$ cat src/rtl/st_packet_channel_arbiter_pkg.sv
// Shared types and helpers for the packet channel arbiter.
// Holds the arbiter state encoding, the index-width function and default parameters.
package st_packet_channel_arbiter_pkg;

    localparam int NUM_IN_DEFAULT    = 4;
    localparam int DATA_W_DEFAULT    = 8;
    localparam int CHANNEL_W_DEFAULT = 8;

    typedef enum logic {
        IDLE = 1'b0,
        BUSY = 1'b1
    } arb_state_t;

    function automatic int clog2(input int n);
        int w;
        w = 0;
        while ((1 << w) < n) begin
            w++;
        end
        return w;
    endfunction

endpackage

$ cat src/rtl/st_packet_channel_arbiter_rr_priority_pick.sv
// Round-robin pick: first requesting index scanning last+1, last+2, ... modulo NUM_IN.
// Latency: purely combinational, zero cycles.
// Backpressure: none; the caller decides when the winner is consumed.
module rr_priority_pick
    import st_packet_channel_arbiter_pkg::*;
#(
    parameter int NUM_IN = NUM_IN_DEFAULT,
    parameter int IDX_W  = clog2(NUM_IN)
) (
    input  logic [NUM_IN-1:0] req,
    input  logic [IDX_W-1:0]  last,
    output logic              any,
    output logic [IDX_W-1:0]  winner
);

    logic             found;
    logic [IDX_W-1:0] idx;

    always_comb begin
        found  = 1'b0;
        idx    = '0;
        winner = '0;
        // k runs to NUM_IN so that `last` itself is the lowest-priority candidate
        for (int k = 1; k <= NUM_IN; k++) begin
            idx = IDX_W'((int'(last) + k) % NUM_IN);
            if (!found && req[idx]) begin
                found  = 1'b1;
                winner = idx;
            end
        end
    end

    assign any = |req;

endmodule

$ cat src/rtl/st_packet_channel_arbiter.sv
// Merges NUM_IN byte-packet sources onto one channelized stream, one whole packet per grant.
// Latency: one arbitration cycle per packet, then 1 cycle from input accept to out_valid.
// Backpressure: only the granted source sees in_ready, high while the output register is free.
module st_packet_channel_arbiter
    import st_packet_channel_arbiter_pkg::*;
#(
    parameter int NUM_IN    = NUM_IN_DEFAULT,
    parameter int DATA_W    = DATA_W_DEFAULT,
    parameter int CHANNEL_W = CHANNEL_W_DEFAULT
) (
    input  logic                     clk,
    input  logic                     reset_n,
    input  logic [NUM_IN-1:0]        in_valid,
    output logic [NUM_IN-1:0]        in_ready,
    input  logic [NUM_IN*DATA_W-1:0] in_data,
    input  logic [NUM_IN-1:0]        in_startofpacket,
    input  logic [NUM_IN-1:0]        in_endofpacket,
    input  logic                     out_ready,
    output logic                     out_valid,
    output logic [DATA_W-1:0]        out_data,
    output logic [CHANNEL_W-1:0]     out_channel,
    output logic                     out_startofpacket,
    output logic                     out_endofpacket,
    output logic                     err_no_sop
);

    localparam int IDX_W = clog2(NUM_IN);

    arb_state_t       state;
    logic [IDX_W-1:0] grant;
    logic [IDX_W-1:0] last;
    logic             first_beat;

    logic             pick_any;
    logic [IDX_W-1:0] pick;

    logic             slot_free;
    logic             accept;
    logic [DATA_W-1:0] grant_data;
    logic             grant_valid;
    logic             grant_sop;
    logic             grant_eop;

    rr_priority_pick #(
        .NUM_IN (NUM_IN),
        .IDX_W  (IDX_W)
    ) u_pick (
        .req    (in_valid),
        .last   (last),
        .any    (pick_any),
        .winner (pick)
    );

    // in_ready depends only on registered state and out_ready, never on in_valid
    assign slot_free = !out_valid || out_ready;

    always_comb begin
        in_ready = '0;
        if (state == BUSY && slot_free) begin
            in_ready[grant] = 1'b1;
        end
    end

    assign grant_valid = in_valid[grant];
    assign grant_sop   = in_startofpacket[grant];
    assign grant_eop   = in_endofpacket[grant];
    assign grant_data  = in_data[int'(grant)*DATA_W +: DATA_W];
    assign accept      = grant_valid && in_ready[grant];

    always_ff @(posedge clk or negedge reset_n) begin
        if (!reset_n) begin
            state             <= IDLE;
            grant             <= '0;
            last              <= IDX_W'(NUM_IN - 1);
            first_beat        <= 1'b0;
            out_valid         <= 1'b0;
            out_data          <= '0;
            out_channel       <= '0;
            out_startofpacket <= 1'b0;
            out_endofpacket   <= 1'b0;
            err_no_sop        <= 1'b0;
        end else begin
            if (accept) begin
                out_valid         <= 1'b1;
                out_data          <= grant_data;
                out_channel       <= CHANNEL_W'(grant);
                out_startofpacket <= grant_sop;
                out_endofpacket   <= grant_eop;
            end else if (out_ready) begin
                out_valid <= 1'b0;
            end

            case (state)
                IDLE: begin
                    if (pick_any) begin
                        grant      <= pick;
                        first_beat <= 1'b1;
                        state      <= BUSY;
                    end
                end
                BUSY: begin
                    if (accept) begin
                        first_beat <= 1'b0;
                        // a grant that opens without SOP is still forwarded, just flagged
                        if (first_beat && !grant_sop) begin
                            err_no_sop <= 1'b1;
                        end
                        if (grant_eop) begin
                            last  <= grant;
                            state <= IDLE;
                        end
                    end
                end
                default: state <= IDLE;
            endcase
        end
    end

endmodule

$ cat config.mk
export PLATFORM = sky130hd
export DESIGN_NAME = st_packet_channel_arbiter
export DESIGN_NICKNAME = d
export VERILOG_FILES = /design/src/rtl/st_packet_channel_arbiter_pkg.sv /design/src/rtl/st_packet_channel_arbiter_rr_priority_pick.sv /design/src/rtl/st_packet_channel_arbiter.sv
export SDC_FILE = /design/constraint.sdc
export NUM_CORES = 1
export LEC_CHECK = 0
export ABC_AREA = 1
export CAP_MARGIN = 10
export CORE_ASPECT_RATIO = 0.5
export CORE_MARGIN = 1
export CORE_UTILIZATION = 30
export DETAILED_ROUTE_END_ITERATION = 10
export PLACE_DENSITY_LB_ADDON = 0.05
export SYNTH_ARGS = -nofsm -noshare
export SYNTH_HDL_FRONTEND = slang
export SYNTH_SLANG_ARGS = --single-unit
$ cat constraint.sdc
create_clock -name clk -period 1.89 [get_ports clk]
set_clock_uncertainty 0.1 [all_clocks]
set_input_delay 0.378 -clock clk [delete_from_list [all_inputs] [get_ports clk]]
set_output_delay 0.378 -clock clk [all_outputs]
set_load 0.02 [all_outputs]
## After elaboration in Yosys (flattened, before gate mapping)

Index checks and enable logic that the tools add are counted.

- Output and inout bits: 24
- Register bits after elaboration: 20
- Word-level logic and storage cells: 78
- Input bits: 47

- Bitwise gates (word level): 1
- Add/sub/neg operators: 4
- Muxes and demuxes: 35
- Equal/unequal tests: 2
- Shifts and indexed selects: 1
- Order comparisons: 6
- Reduce and logical (&&, ||, !) cells: 19

Operator list:

| kind | count |
|---|---|
| $shiftx 32x6->8 | 1 |
| $mux 1 | 19 |
| $bmux 1 s2 | 8 |
| $lt 2x3->1 const B | 5 |
| $mux 2 | 4 |
| $logic_and 1x1->1 | 7 |
| $reduce_and 3->1 | 2 |
| $logic_not 1->1 | 5 |
| $add 2x1->2 const B | 2 |
| $add 2x2->2 const B | 2 |
| $mux 4 | 1 |
| $pmux 1 s2 | 2 |
| $reduce_and 2->1 | 2 |
| $reduce_or 4->1 | 1 |
| $demux 1 s2 | 1 |
| $ge 2x1->1 const B | 1 |
| $ne 2x1->1 const B | 1 |
| $ne 2x2->1 const B | 1 |
| $reduce_bool 2->1 | 1 |
| $logic_or 1x1->1 | 1 |
| $not 1->1 | 1 |

## Longest topological paths before layout

Gate-level depths: netlist of run 1.

- Word-level depth: 13
- Gate-level depth with buffers: 12
- Gate-level depth less buffers: 11

## By module

A second synthesis of run 1 with hierarchy kept.

- Cells, all modules: 219
- Area, all modules: 1,540.2 um^2

Modules (own cells, without submodules):

| module | instances | area each (um^2) | cells each |
|---|---|---|---|
| st_packet_channel_arbiter | 1 | 1,238.7 | 169 |
| rr_priority_pick | 1 | 301.5 | 50 |

## Least setup slack after synthesis of run 1

OpenSTA, ideal clock, no wires.

- Path type: reg2out
- From: reg grant[0]
- To: out in_ready[0]
- Data required time: 1.412 ns
- Setup slack: 0.220 ns
- Stages on the path, launching flop included: 4
- Arrival time: 1.192 ns
- Cell sequence: dfrtp_1 > buf_6 > clkbuf_1 > nor3_1

- Cells in the longest elaborated chain, start to end: 5

RTL lines:

| element | line | RTL |
|---|---|---|
| start, declared | st_packet_channel_arbiter.sv:30 | `logic [IDX_W-1:0] grant;` |
| start signal, assigned | st_packet_channel_arbiter.sv:96 | `grant <= pick;` |
| $lt 2x3->1 (implied by the code) / $ge 2x1->1 (equally long branches) | st_packet_channel_arbiter.sv:60 | `in_ready[grant] = 1'b1;` |
| $logic_and 1x1->1 (implied by the code) | st_packet_channel_arbiter.sv:60 |  |
| $mux 1 (implied by the code) | st_packet_channel_arbiter.sv:60 |  |
| $demux 1 s2 (*) | st_packet_channel_arbiter.sv:60 |  |
| $mux 4 (*) | st_packet_channel_arbiter.sv:59 | `if (state == BUSY && slot_free) begin` |
| end, declared | st_packet_channel_arbiter.sv:14 | `output logic [NUM_IN-1:0] in_ready,` |

Mark *: on every way between the ends. The rest lies on a longest branch, timed or not.

## Final worst setup path of run 1

- From: in out_ready
- To: out in_ready[2]

- Cells in the longest elaborated chain, start to end: 3

RTL lines:

| element | line | RTL |
|---|---|---|
| start, declared | st_packet_channel_arbiter.sv:18 | `input logic out_ready,` |
| $logic_or 1x1->1 | st_packet_channel_arbiter.sv:55 | `assign slot_free = !out_valid \|\| out_ready;` |
| $logic_and 1x1->1 | st_packet_channel_arbiter.sv:59 |  |
| $mux 4 | st_packet_channel_arbiter.sv:59 |  |

Every way passes these cells.

==> results of run 1 <==
kinds of logic (layout without fill, tap and decap cells):
kind of cell | after synthesis | after routing | share of synthesized area (%)
buffers and inverters | 28 | 100 | 11.1
other | 1 | 6 | 0.258
flip-flops | 20 | 20 | 34.6
AO/OA/AOI/OAI | 26 | 26 | 14.6
AND/OR/NAND/NOR | 126 | 126 | 39.4
through the flow:
stage	utilization, %	instance area, um^2
after floorplan	-	1470
after global placement	49.7	2250
after detailed placement	49.7	2250
after CTS	50.8	2300
after global routing	50.7	2300
final	50.7	2300
cell usage after synthesis (3+ instances only):
cell type and n:
nand2_2 7, o21ai_2 9, nand4_1 5, a21oi_1 8
nand2_1 77, buf_6 3, buf_4 8, nand3_1 22
inv_1 8, buf_2 3, nor2_1 7, inv_2 5
dfrtp_1 18
placed cells by master, fill, tap and decap left out, drive strengths merged:
| cell | synthesis | final |
|---|---|---|
| dfstp | 2 | 2 |
| nor3 | 2 | 2 |
| clkbuf | 1 | 6 |
| o21bai | 2 | 2 |
| nand4 | 6 | 6 |
| o21ai | 12 | 12 |
| nand2 | 85 | 85 |
| a21oi | 8 | 8 |
| o211ai | 1 | 1 |
| conb | 1 | 6 |
| dfrtp | 18 | 18 |
| nor2 | 9 | 9 |
| inv | 13 | 13 |
| a22oi | 1 | 1 |
| nand2b | 1 | 1 |
| clkdlybuf4s50 | 0 | 60 |
| a31oi | 2 | 2 |
| nand3 | 23 | 23 |
| buf | 14 | 21 |
final cells by class:
type / count / area (um^2)
clock buffers: 4 / 55.1
multi-input cells: 158 / 818
repair buffers: 83 / 788
well taps: 66 / 82.6
inverters: 13 / 48.8
flip-flops and latches: 20 / 503
fillers: 460 / 2230
power breakdown:
group	internal, mW	leakage (nW)	switching, mW
Sequential	0.651	0.239	0.164
Combinational	1.16	0.813	1.46
Clock	0.185	0.0288	0.138
sequential cells by signal (all words and copies together) (netlist names):
signal and count:
out_startofpacket 1, last 2, out_endofpacket 1, state 1
out_data 8, grant 2, err_no_sop 1, first_beat 1
out_valid 1, out_channel 2
worst max-delay path by stage:
stage | depth (start not counted) | slack [ns] | end | startpoint
2_1_floorplan | 3 | 0.22 | in_ready[0] | grant[0]
3_3_place_gp | 4 | -0.39 | in_ready[2] | out_ready
3_5_place_dp | 4 | -0.41 | in_ready[2] | out_ready
4_1_cts | 4 | -0.01 | in_ready[1] | out_ready
5_1_grt | 4 | 0.04 | in_ready[2] | out_ready
6_report | 4 | 0.07 | in_ready[2] | out_ready
timing repair:
action | 4_1_cts | 5_1_grt
gates resized for setup | 12 | 6
endpoints found under the setup margin | 4 | 3
pin swaps | 1 | 0
metal layers:
layer	global-route usage (%)	share of wire, %	vias to the layer above
met4	2.17	0.42	0
met5	0	0	-
met1	21.2	47	686
li1	-	-	799
met2	30.0	47	40
met3	4.51	5.4	2
worst max-delay path: cells and delay by family:
family          cells  cell delay, ns
buf+inv             2            0.72
simple gates        1            0.16
compound gates      1            0.09
==> reports/results.ini, run 1 <==
[sta]
worst_slack_ns=0.0747
setup_viol=0
worst_hold_slack_ns=0.358
period_minus_slack_ns=1.82
fin_crit_sh_pct=96.0
fin_setup_tns_ns=0
hold_viol=0
fmax_mhz=551
rsz0062_at_grt=false
final-max-slew-violation-count=0

[synth]
synth_top_area_share_pct=31.0
synth_cells=201
netlist_area_mm2=0.00145
ys_types=28
ys_ff_latch=20
synth_area_leaders=dfrtp_1 31%, nand2_1 20%, nand3_1 7.6%, o21ai_2 5.4%, buf_4 4.1%
synth-main-ff-cell=dfrtp_1
synth_edf_count=0
yosysWarnings=0
ys_seq_area_share_pct=34.6
synth.largest_area_cell=dfrtp_1
async_flop_share_pct=100
syn_area_per_cell_um2=7.23

[critical_path]
path_cells=clkdlybuf4s50_1 -> o21ai_4 -> nor3_1 -> buf_2
required_ns=1.41
worstSetupEndpointType=primary output
arrival_ns=1.34
cp_max_fo=5
critPathSlowestCell=clkdlybuf4s50_1
reg2reg_from=last[0]
r2r-end=grant[0]
crit_path_start_kind=primary input
rrSetupSlack_ns=0.18
critPathKind=in -> out
worst_r2r_path_depth=11
critPathMaxStageDelay_ns=0.52

[cts]
cts_tree=yes
htree_num_levels=1
post_cts_buffers=0
postCtsHoldBufs=0
cts_sinks=20
insertion_delay_ns=0.26
clock_path_buffers=2
clockRootBuffer=clkbuf_8
path_clk_slew_ns=0.07
cts_buffers=3

[place]
preCtsSetupSlack_ns=-0.411
routabilityCongestion=0.776
dp.final_hpwl_um=3230
io_buffer_count=64
numPlacedInstances=340

[die]
core_mm2=0.00453
start_util_pct=32.1
num_rows=17
dieHeight_um=51.2
die_area_mm2=0.00514
die_w_um=100
ios=71

[layout]
nets=326
finalNonFillerCells=344
insertedDiodeCount=0
syn2layout_area_growth_pct=58.1
drive_above_1_share_pct=21.6

[route]
drc=0
antenna_left=0
vias=1527
first_pass_iters=4
wirelength_um=4050
wl_per_cell_um=11.8
drt_iter0_markers=29
viasPerCell=4.44

[power]
p_per_area_mw_per_mm2=1640
power_mw=3.76
max-vdd-ir-drop_mv=0.649
leakagePower_nw=1.08

[global_route]
grt_antenna_before_repair=0
grt_max_degree=21
grt_pass1_vias=1490
grt_usage_pct=16.9
grt-ovfl-total=0
grt_pass1_wl_um=6710

[run]
drv_cap=0

[hold_path]
min_path_type=in -> async

[outcome]
outcome=finished clean

(Power assumes the default switching activity.)
==> run 2: changes to the inputs <==
--- a/config.mk
+++ b/config.mk
@@ -12,6 +12,7 @@
 export CORE_UTILIZATION = 30
 export DETAILED_ROUTE_END_ITERATION = 10
 export PLACE_DENSITY_LB_ADDON = 0.05
+export SKIP_LAST_GASP = 1
 export SYNTH_ARGS = -nofsm -noshare
 export SYNTH_HDL_FRONTEND = slang
 export SYNTH_SLANG_ARGS = --single-unit
==> reports/results.ini, run 2 (synthesized netlist as in run 1, its figures left out) <==
[outcome]
outcome=finished clean

[layout]
largest-register=out_data
fin_util_pct=50.8
insertedDiodeCount=0
largest_reg_flops=8
nets=326
finalNonFillerCells=344
drive_above_1_share_pct=20.9
fillers=458
syn2layout_area_growth_pct=58.6
final_common_cell=nand2_1
final_cell_mix=77 x nand2_1, 60 x clkdlybuf4s50_1, 22 x nand3_1
final_area_mm2=0.00230

[sta]
rsz0062_at_grt=true
fin_crit_sh_pct=99.7
worst_hold_slack_ns=0.358
worst_slack_ns=0.00620
hold_viol=0
period_minus_slack_ns=1.88
setup_viol=0
final-max-slew-violation-count=0
fmax_mhz=531

[route]
wl_per_cell_um=11.8
vias=1524
wirelength_um=4050
drt_iter0_markers=30
first_pass_iters=4
viasPerCell=4.43
drc=0
antenna_left=0

[die]
ios=71
dieHeight_um=51.2
num_rows=17
die_area_mm2=0.00514
core_mm2=0.00453
start_util_pct=32.1
die_w_um=100

[critical_path]
required_ns=1.41
critPathMaxStageDelay_ns=0.45
path_cells=clkdlybuf4s50_1 -> o21ai_4 -> nor2_1 -> dlygate4sd2_1
critPathSlowestCell=clkdlybuf4s50_1
critPathKind=in -> out
arrival_ns=1.41
worst_r2r_path_depth=8
worstSetupEndpointType=primary output
crit_path_start_kind=primary input
cp_max_fo=5

[global_route]
grt_pass1_vias=1490
grt-ovfl-total=0
use_met3_pct=4.51
grtUsageMet2_pct=30.0
grt_pass1_wl_um=6710
grt_antenna_before_repair=0
grt_usage_pct=16.9
grt_max_degree=21
busiest_layer=met2
use_met1_pct=21.2

[cts]
htree_num_levels=1
path_clk_slew_ns=0.07
cts_buffers=3
insertion_delay_ns=0.26
clock_path_buffers=2
cts_tree=yes
cts_sinks=20
postCtsHoldBufs=0
clockRootBuffer=clkbuf_8
post_cts_buffers=0

[power]
p_per_area_mw_per_mm2=1640
leakagePower_nw=1.09
max-vdd-ir-drop_mv=0.649

[run]
drv_cap=0

[place]
numPlacedInstances=340
dp.final_hpwl_um=3230
preCtsSetupSlack_ns=-0.411
routabilityCongestion=0.776
io_buffer_count=64
dpl-instance-area_mm2=0.00225

[hold_path]
min_path_type=in -> async

[run 2: cell count changes in the layout (fill, tap and decap cells not counted)]
cell and delta:
clkbuf_2 -2, dlygate4sd2_1 +2
[run 2: metrics by stage]
step,power (mW),setup TNS (ns)
2_1_floorplan,2.47,0
3_3_place_gp,3.45,-1.44
3_5_place_dp,3.48,-1.50
4_1_cts,3.81,-0.0206
5_1_grt,4.11,-0.0870
6_report,3.77,0
[run 2: worst max-delay path: cells and delay by family]
kind,cells,cell delay (ns)
compound gates,1,0.20
buf+inv,2,0.77
simple gates,1,0.05
[run 2: area by class of cell]
| class | instances | area [um^2] | area share, % |
|---|---|---|---|
| inverters | 13 | 48.8 | 2.12 |
| well taps | 66 | 82.6 | 3.59 |
| clock buffers | 4 | 55.1 | 2.39 |
| multi-input cells | 158 | 818 | 35.5 |
| repair buffers | 83 | 796 | 34.5 |
| flip-flops and latches | 20 | 503 | 21.8 |
[run 2: layer usage]
layer	vias up	routed length, um
li1	800	-
met1	682	1920
met2	40	1890
met3	2	218
met4	0	17
met5	-	0
[run 2: path summary, 6_finish.rpt]
kind,start,to,slack (ns)
min in group clk,out_endofpacket,out_endofpacket,0.38
max in group asynchronous,reset_n,last[0],1.06
max,out_ready,in_ready[1],0.006
min reg2reg,out_endofpacket,out_endofpacket,0.38
max reg2reg,grant[0],state,0.17
min,reset_n,out_data[5],0.36
[run 2: timing repair]
| item | CTS | global route |
|---|---|---|
| pin swaps | 1 | 0 |
| setup endpoints to repair | 4 | 4 |
| gates resized for setup | 11 | 3 |
| cloned | 0 | 0 |
[run 2: report_power, final]
group          internal [mW]  total [mW]  leakage (nW)  switching (mW)
Clock                  0.185       0.323        0.0288           0.138
Sequential             0.651       0.815         0.239           0.164
Combinational           1.16        2.63         0.819            1.46
